## config.mk

```make
export PLATFORM = sky130hd
export DESIGN_NAME = mul_div_unit
export DESIGN_NICKNAME = d
export VERILOG_FILES = /design/src/rtl/mul_div_unit_pkg.sv /design/src/rtl/mul_div_unit_sign_fix.sv /design/src/rtl/mul_div_unit.sv
export SDC_FILE = /design/constraint.sdc
export NUM_CORES = 1
export LEC_CHECK = 0
export ABC_CLOCK_PERIOD_IN_PS = 7170
export BUFFER_PORTS_ARGS = -buffer_cell sky130_fd_sc_hd__buf_2
export CAP_MARGIN = 20
export CORE_MARGIN = 3
export CORE_UTILIZATION = 60
export CTS_CLUSTER_DIAMETER = 40
export CTS_CLUSTER_SIZE = 10
export DETAILED_ROUTE_END_ITERATION = 7
export MAX_ROUTING_LAYER = met4
export PLACE_DENSITY = 0.88
export SLEW_MARGIN = 20
export SYNTH_ARGS = -nofsm -noshare
export SYNTH_HDL_FRONTEND = slang
export SYNTH_SLANG_ARGS = --single-unit
export TNS_END_PERCENT = 10
```

## constraint.sdc

```tcl
create_clock -name clk -period 7.17 [get_ports clk]
set_input_delay 0.3585 -clock clk [delete_from_list [all_inputs] [get_ports clk]]
set_output_delay 0.3585 -clock clk [all_outputs]
set_load 0.02 [all_outputs]
```

## src/rtl/mul_div_unit_pkg.sv

```systemverilog
// Shared multiply/divide definitions: funct3 op codes, FSM state encoding and
// small decode helpers used by the iterative RV32M unit.
package mul_div_unit_pkg;

  localparam logic [2:0] MD_MUL    = 3'd0;
  localparam logic [2:0] MD_MULH   = 3'd1;
  localparam logic [2:0] MD_MULHSU = 3'd2;
  localparam logic [2:0] MD_MULHU  = 3'd3;
  localparam logic [2:0] MD_DIV    = 3'd4;
  localparam logic [2:0] MD_DIVU   = 3'd5;
  localparam logic [2:0] MD_REM    = 3'd6;
  localparam logic [2:0] MD_REMU   = 3'd7;

  typedef enum logic [1:0] {
    MD_IDLE = 2'd0,
    MD_CALC = 2'd1,
    MD_FIX  = 2'd2,
    MD_DONE = 2'd3
  } md_state_e;

  // All divide/remainder codes share bit 2; remainder codes also set bit 1.
  function automatic logic md_is_div(input logic [2:0] op);
    return op[2];
  endfunction

  function automatic logic md_is_rem(input logic [2:0] op);
    return op[2] & op[1];
  endfunction

  function automatic logic md_op1_signed(input logic [2:0] op);
    return (op == MD_MULH) || (op == MD_MULHSU) || (op == MD_DIV) || (op == MD_REM);
  endfunction

  function automatic logic md_op2_signed(input logic [2:0] op);
    return (op == MD_MULH) || (op == MD_DIV) || (op == MD_REM);
  endfunction

endpackage

```

## src/rtl/mul_div_unit_sign_fix.sv

```systemverilog
// Conditional two's-complement negation of a double-width raw result; shared by
// the product and the quotient/remainder paths.
module md_sign_fix #(
  parameter int XLEN = 32
) (
  input  logic [2*XLEN-1:0] raw,
  input  logic              negate,
  output logic [2*XLEN-1:0] fixed
);

  localparam logic [2*XLEN-1:0] ONE = {{(2*XLEN-1){1'b0}}, 1'b1};

  assign fixed = negate ? (~raw + ONE) : raw;

endmodule

```

## src/rtl/mul_div_unit.sv

```systemverilog
// Iterative RV32M multiply/divide unit: shift-add multiply and restoring divide on
// operand magnitudes, one bit per cycle, with a final sign-correction cycle.
module mul_div_unit
  import mul_div_unit_pkg::*;
#(
  parameter  int XLEN  = 32,
  localparam int CNT_W = $clog2(XLEN) + 1
) (
  input  logic            clk,
  input  logic            rst,
  input  logic            flush,
  input  logic            in_valid,
  output logic            in_ready,
  input  logic [2:0]      op,
  input  logic [XLEN-1:0] operand1,
  input  logic [XLEN-1:0] operand2,
  output logic            out_valid,
  input  logic            out_ready,
  output logic [XLEN-1:0] result,
  output logic            busy
);

  localparam logic [XLEN-1:0] ONE     = {{(XLEN-1){1'b0}}, 1'b1};
  localparam logic [XLEN-1:0] MIN_INT = {1'b1, {(XLEN-1){1'b0}}};

  md_state_e             state_q, state_d;
  logic [2:0]            op_q, op_d;
  logic                  neg_q, neg_d;
  logic [XLEN-1:0]       opnd_q, opnd_d;   // multiplicand or divisor magnitude
  logic [2*XLEN-1:0]     acc_q, acc_d;
  logic [XLEN-1:0]       rem_q, rem_d;
  logic [CNT_W-1:0]      cnt_q, cnt_d;
  logic [XLEN-1:0]       result_q, result_d;

  // Accept-time decode of the incoming request.
  logic                  op1_neg, op2_neg;
  logic [XLEN-1:0]       op1_mag, op2_mag;
  logic                  div_by_zero, signed_ovf;

  assign op1_neg     = md_op1_signed(op) & operand1[XLEN-1];
  assign op2_neg     = md_op2_signed(op) & operand2[XLEN-1];
  assign op1_mag     = op1_neg ? (~operand1 + ONE) : operand1;
  assign op2_mag     = op2_neg ? (~operand2 + ONE) : operand2;
  assign div_by_zero = md_is_div(op) && (operand2 == '0);
  assign signed_ovf  = ((op == MD_DIV) || (op == MD_REM)) &&
                       (operand1 == MIN_INT) && (operand2 == '1);

  // One multiply step: conditionally add the multiplicand to the upper half, then
  // shift the whole accumulator right, carry included.
  logic [XLEN:0]         mul_sum;
  logic [2*XLEN-1:0]     mul_next;

  assign mul_sum  = {1'b0, acc_q[2*XLEN-1:XLEN]} + (acc_q[0] ? {1'b0, opnd_q} : '0);
  assign mul_next = {mul_sum, acc_q[XLEN-1:1]};

  // One restoring-divide step; the extra top bit of the difference is the guard
  // that tells whether the trial subtraction borrowed.
  logic [XLEN:0]         div_shifted, div_diff;
  logic                  q_bit;

  assign div_shifted = {rem_q, acc_q[XLEN-1]};
  assign div_diff    = div_shifted - {1'b0, opnd_q};
  assign q_bit       = ~div_diff[XLEN];

  logic [2*XLEN-1:0]     fix_raw, fix_out;
  logic [XLEN-1:0]       fix_sel;

  assign fix_raw = !md_is_div(op_q) ? acc_q :
                   {{XLEN{1'b0}}, (md_is_rem(op_q) ? rem_q : acc_q[XLEN-1:0])};

  md_sign_fix #(.XLEN(XLEN)) u_sign_fix (
    .raw    (fix_raw),
    .negate (neg_q),
    .fixed  (fix_out)
  );

  assign fix_sel = (md_is_div(op_q) || (op_q == MD_MUL)) ? fix_out[XLEN-1:0]
                                                         : fix_out[2*XLEN-1:XLEN];

  always_comb begin
    // NOTE: every signal assigned here gets a default first so no path leaves a
    // value unassigned, which would otherwise infer a latch.
    state_d  = state_q;
    op_d     = op_q;
    neg_d    = neg_q;
    opnd_d   = opnd_q;
    acc_d    = acc_q;
    rem_d    = rem_q;
    cnt_d    = cnt_q;
    result_d = result_q;

    if (flush) begin
      state_d = MD_IDLE;
    end else begin
      unique case (state_q)
        MD_IDLE: begin
          if (in_valid) begin
            op_d   = op;
            // Remainder follows the dividend's sign; otherwise signs differing negates.
            neg_d  = md_is_rem(op) ? op1_neg : (op1_neg ^ op2_neg);
            opnd_d = md_is_div(op) ? op2_mag : op1_mag;
            acc_d  = {{XLEN{1'b0}}, (md_is_div(op) ? op1_mag : op2_mag)};
            rem_d  = '0;
            cnt_d  = CNT_W'(XLEN - 1);
            if (div_by_zero) begin
              result_d = md_is_rem(op) ? operand1 : '1;
              state_d  = MD_DONE;
            end else if (signed_ovf) begin
              result_d = md_is_rem(op) ? '0 : MIN_INT;
              state_d  = MD_DONE;
            end else begin
              state_d  = MD_CALC;
            end
          end
        end
        MD_CALC: begin
          if (md_is_div(op_q)) begin
            rem_d = q_bit ? div_diff[XLEN-1:0] : div_shifted[XLEN-1:0];
            acc_d = {acc_q[2*XLEN-1:XLEN], acc_q[XLEN-2:0], q_bit};
          end else begin
            acc_d = mul_next;
          end
          if (cnt_q == '0) begin
            state_d = MD_FIX;
          end else begin
            cnt_d = cnt_q - CNT_W'(1);
          end
        end
        MD_FIX: begin
          result_d = fix_sel;
          state_d  = MD_DONE;
        end
        MD_DONE: begin
          if (out_ready) state_d = MD_IDLE;
        end
        default: state_d = MD_IDLE;
      endcase
    end
  end

  // NOTE: sequential state uses non-blocking assignments so every flop samples
  // the pre-edge values, independent of statement order.
  always_ff @(posedge clk) begin
    if (rst) begin
      state_q  <= MD_IDLE;
      cnt_q    <= '0;
      result_q <= '0;
    end else begin
      state_q  <= state_d;
      cnt_q    <= cnt_d;
      result_q <= result_d;
    end
  end

  // NOTE: datapath registers are deliberately left without reset; they are always
  // loaded on accept before being used, so resetting them only costs routing.
  always_ff @(posedge clk) begin
    op_q   <= op_d;
    neg_q  <= neg_d;
    opnd_q <= opnd_d;
    acc_q  <= acc_d;
    rem_q  <= rem_d;
  end

  assign in_ready  = (state_q == MD_IDLE);
  assign busy      = (state_q != MD_IDLE);
  assign out_valid = (state_q == MD_DONE);
  assign result    = result_q;

endmodule

```

==> results.sh <==
export IMPL_post_route_period_util_pct=68.0
export IMPL_switchingPower_uw=1140
export IMPL_cts_tree="done"
export IMPL_grt_first_pass_wirelength_mm=78.4
export IMPL_root_buffer="clkbuf_16"
export IMPL_avgRoutedWirePerCell_um=23.6
export IMPL_rr_worst_depth=12
export IMPL_max_slew_margin_pct=35.2
export IMPL_min_period_ns=4.88
export IMPL_clk_path_buf_depth=2
export IMPL_vias=14800
export IMPL_pwr_share_comb_pct=28.7
export IMPL_h_tree_depth=4
export IMPL_maxSlewViolCount=0
export IMPL_setup_viol=0
export IMPL_die_y_um=164
export IMPL_die_area_sq_mm=0.0269
export IMPL_power_frac_seq_pct=39.9
export IMPL_drtIter0Drc=1935
export IMPL_arrival_ns=5.26
export IMPL_synthArstFlopShare_pct=0
export IMPL_peakVddDrop_v=0.000165
export IMPL_dp_hpwl_mm=40.1
export IMPL_first_pass_iters=5
export IMPL_cts_buffers=17
export IMPL_drc_errors=0
export IMPL_clock_sinks=172
export IMPL_synth_common_cells="nand2_1, nor2_1, a21oi_1, edfxtp_1, o21ai_0"
export IMPL_r2r_slack_ns=2.29
export IMPL_drive_gt1_share_pct=9.98
export IMPL_rows=57
export IMPL_max_freq_mhz=205
export IMPL_crit_path_end_kind="flip-flop"
export IMPL_grt_use_total_pct=39.4
export IMPL_fin_tns_setup_ns=0
export IMPL_postCtsSetupBuffers=0
export IMPL_dp_cells=2164
export IMPL_ys_seq_area_share_pct=31.8
export IMPL_skew_ns=0.0158
export IMPL_leakagePower_uw=0.00662
export IMPL_clock_power_share_pct=31.4
export IMPL_hold_class="in2reg"
export IMPL_ys_ff_latch=172
export IMPL_synthFlopType="edfxtp_1"
export IMPL_synth_edf_count=132
export IMPL_layoutNonFillerInstCount=2198
export IMPL_internal_power_uw=1950
export IMPL_ant_nets=0
export IMPL_syn_area_sq_mm=0.0150
export IMPL_critPathLaunch="op_q[2]"
export IMPL_crit_end="result[31]"
export IMPL_gr_total_overflow=0
export IMPL_gp_congestion=1.05
export IMPL_drv_cap=0
export IMPL_status="finished clean"
export IMPL_cts_hold_buf=0
export IMPL_insertion_delay_ns=0.45
export IMPL_yosys_warnings=0
export IMPL_area_growth_pct=9.19
export IMPL_die_width_um=164
export IMPL_syn_instance_count=1805
export IMPL_synth_most_common_cell="nand2_1"
export IMPL_grt_setup_unrepaired="false"
export IMPL_grt_max_degree=59
export IMPL_synth_top_area_share_pct=26.4
export IMPL_synth_top_area_cell="edfxtp_1"
export IMPL_grt_pass1_vias=13600
export IMPL_nets=2008
export IMPL_antenna_found_initial=1
export IMPL_start_util_pct=61.3
export IMPL_reg2reg_from="op_q[2]"
export IMPL_cp_start_kind="flip-flop"
export IMPL_worstPathRequired_ns=7.55
export IMPL_tightestPinTransition_ns=0.972
export IMPL_power_density_mw_per_mm2=188
export IMPL_ctsResizeCount=0
export IMPL_coreArea_sq_mm=0.0245
export IMPL_r2r_end="result[31]"
export IMPL_portBuffers=106
export IMPL_clk_pin_slew_ns=0.08
export IMPL_wl_mm=51.9
export IMPL_switching_share_pct=36.8
export IMPL_synth_area_top_cells="edfxtp_1, mux2i_1, ha_1"
export IMPL_top_level_ports=107
export IMPL_syn_avg_cell_area_sq_um=8.31
export IMPL_critical_path_class="reg2reg"
export IMPL_cp_max_fo=54
export IMPL_synth_fp_nets=1953
export IMPL_synth_cell_types=86
export IMPL_drt_vias_per_instance=6.71
export IMPL_timing_hold_violations_final=0
==> metrics by stage <==
| stage | cell area, sq um | total power [uW] | worst slack (ns) | hold WS (ns) | util (%) |
|---|---|---|---|---|---|
| after floorplan | 15000 | 1830 | 2.86 | 0.438 | - |
| after global placement | 15700 | 2080 | 2.61 | 0.435 | 64.3 |
| after detailed placement | 15700 | 2090 | 2.50 | 0.441 | 64.3 |
| after CTS | 16300 | 3050 | 2.44 | 0.182 | 66.8 |
| after global routing | 16400 | 3200 | 2.13 | 0.194 | 67.0 |
| final | 16400 | 3090 | 2.29 | 0.185 | 67.0 |
==> cell usage in the layout (no fill, tap or decap), types with 8 or more instances in the layout <==
cell       synthesis  routed
inv_1             74      74
a21o_1            30      30
nor4_1            20      20
mux2i_1          103     103
a211oi_1          30      29
o21bai_1          10      10
nor2b_1            9       8
ha_1              74      73
nor3_1            49      49
nand3_1           30      30
o21ai_0          108     108
a21oi_1          149     148
xnor2_1           87      87
xor2_1            77      77
a211o_1            9       9
nor2_1           190     188
dfxtp_1           40      40
and3_1             9       9
o21ai_1           21      21
edfxtp_1         132     132
nand2b_1          13      13
nand4_1           13      13
o22ai_1           23      23
o21a_1            15      15
o41ai_1            9       9
nand2_1          199     198
a22o_1            12      12
buf_4              0      14
clkbuf_16          0      17
and2_1            16      15
o221ai_1          12      12
buf_2             10     106
or3_1             15      15
a31oi_1           20      20
o31ai_1           18      18
==> worst min-delay path by stage <==
stage	from	end	slack, ns	depth (start not counted)
floorplan	flush	state_q[1]	0.44	1
global placement	result[11]	result[11]	0.43	2
detailed placement	result[1]	result[1]	0.44	2
CTS	op[0]	op_q[0]	0.18	1
global route	op[0]	op_q[0]	0.19	1
finish	op[0]	op_q[0]	0.19	1
==> layer usage <==
metal | up-vias | routed length, um | GRT usage (%)
met5 | - | 0 | -
met4 | 0 | 2940 | 19.6
met3 | 147 | 6660 | 8.05
met2 | 1009 | 22000 | 56.5
met1 | 6862 | 20400 | 53.1
li1 | 6739 | - | -
==> cell families (layout without fill, tap and decap cells) <==
group,Yosys count,count (layout),synth area share [%]
other cells,0,1,0
fa+ha+maj,76,76,6.44
mux,103,103,6.87
compound gates,515,515,21.6
xor+xnor,164,164,9.57
buf+inv,160,228,4.16
flops,172,172,31.8
simple gates,615,615,19.6
==> state kept, by name, summed over array words and instances, names as in the netlist <==
| name | flops |
|---|---|
| acc_q | 64 |
| cnt_q | 6 |
| neg_q | 1 |
| op_q | 3 |
| opnd_q | 32 |
| rem_q | 32 |
| result | 32 |
| state_q | 2 |
==> critical path, cell delays in order (launching register included) <==
cell and delay [ns]:
edfxtp_1 0.76, buf_4 0.59, buf_4 0.44, nor4bb_1 0.44
o221a_2 0.30, nand3_1 0.13, and4b_1 0.47, nand3_1 0.20
o41ai_1 0.45, xnor2_1 0.18, a2bb2oi_1 0.32, or3b_1 0.38
a21oi_1 0.14
==> layout make-up <==
class	count	area, sq um
Multi-Input combinational cell	1473	9650
Fill cell	2021	8080
Sequential cell	172	4760
Timing Repair Buffer	121	663
Clock buffer	17	425
Tap cell	324	405
Inverter	75	282
Clock inverter	15	189
Antenna cell	1	2.50
==> power by group through the flow <==
stage          Combinational [uW]  Sequential (uW)  Clock [uW]
2_1_floorplan                 617             1210           0
3_3_place_gp                  831             1250           0
3_5_place_dp                  849             1250           0
4_1_cts                       858             1220         967
5_1_grt                       961             1230        1010
6_report                      887             1230         969
Power figures use the tool's default switching activity.
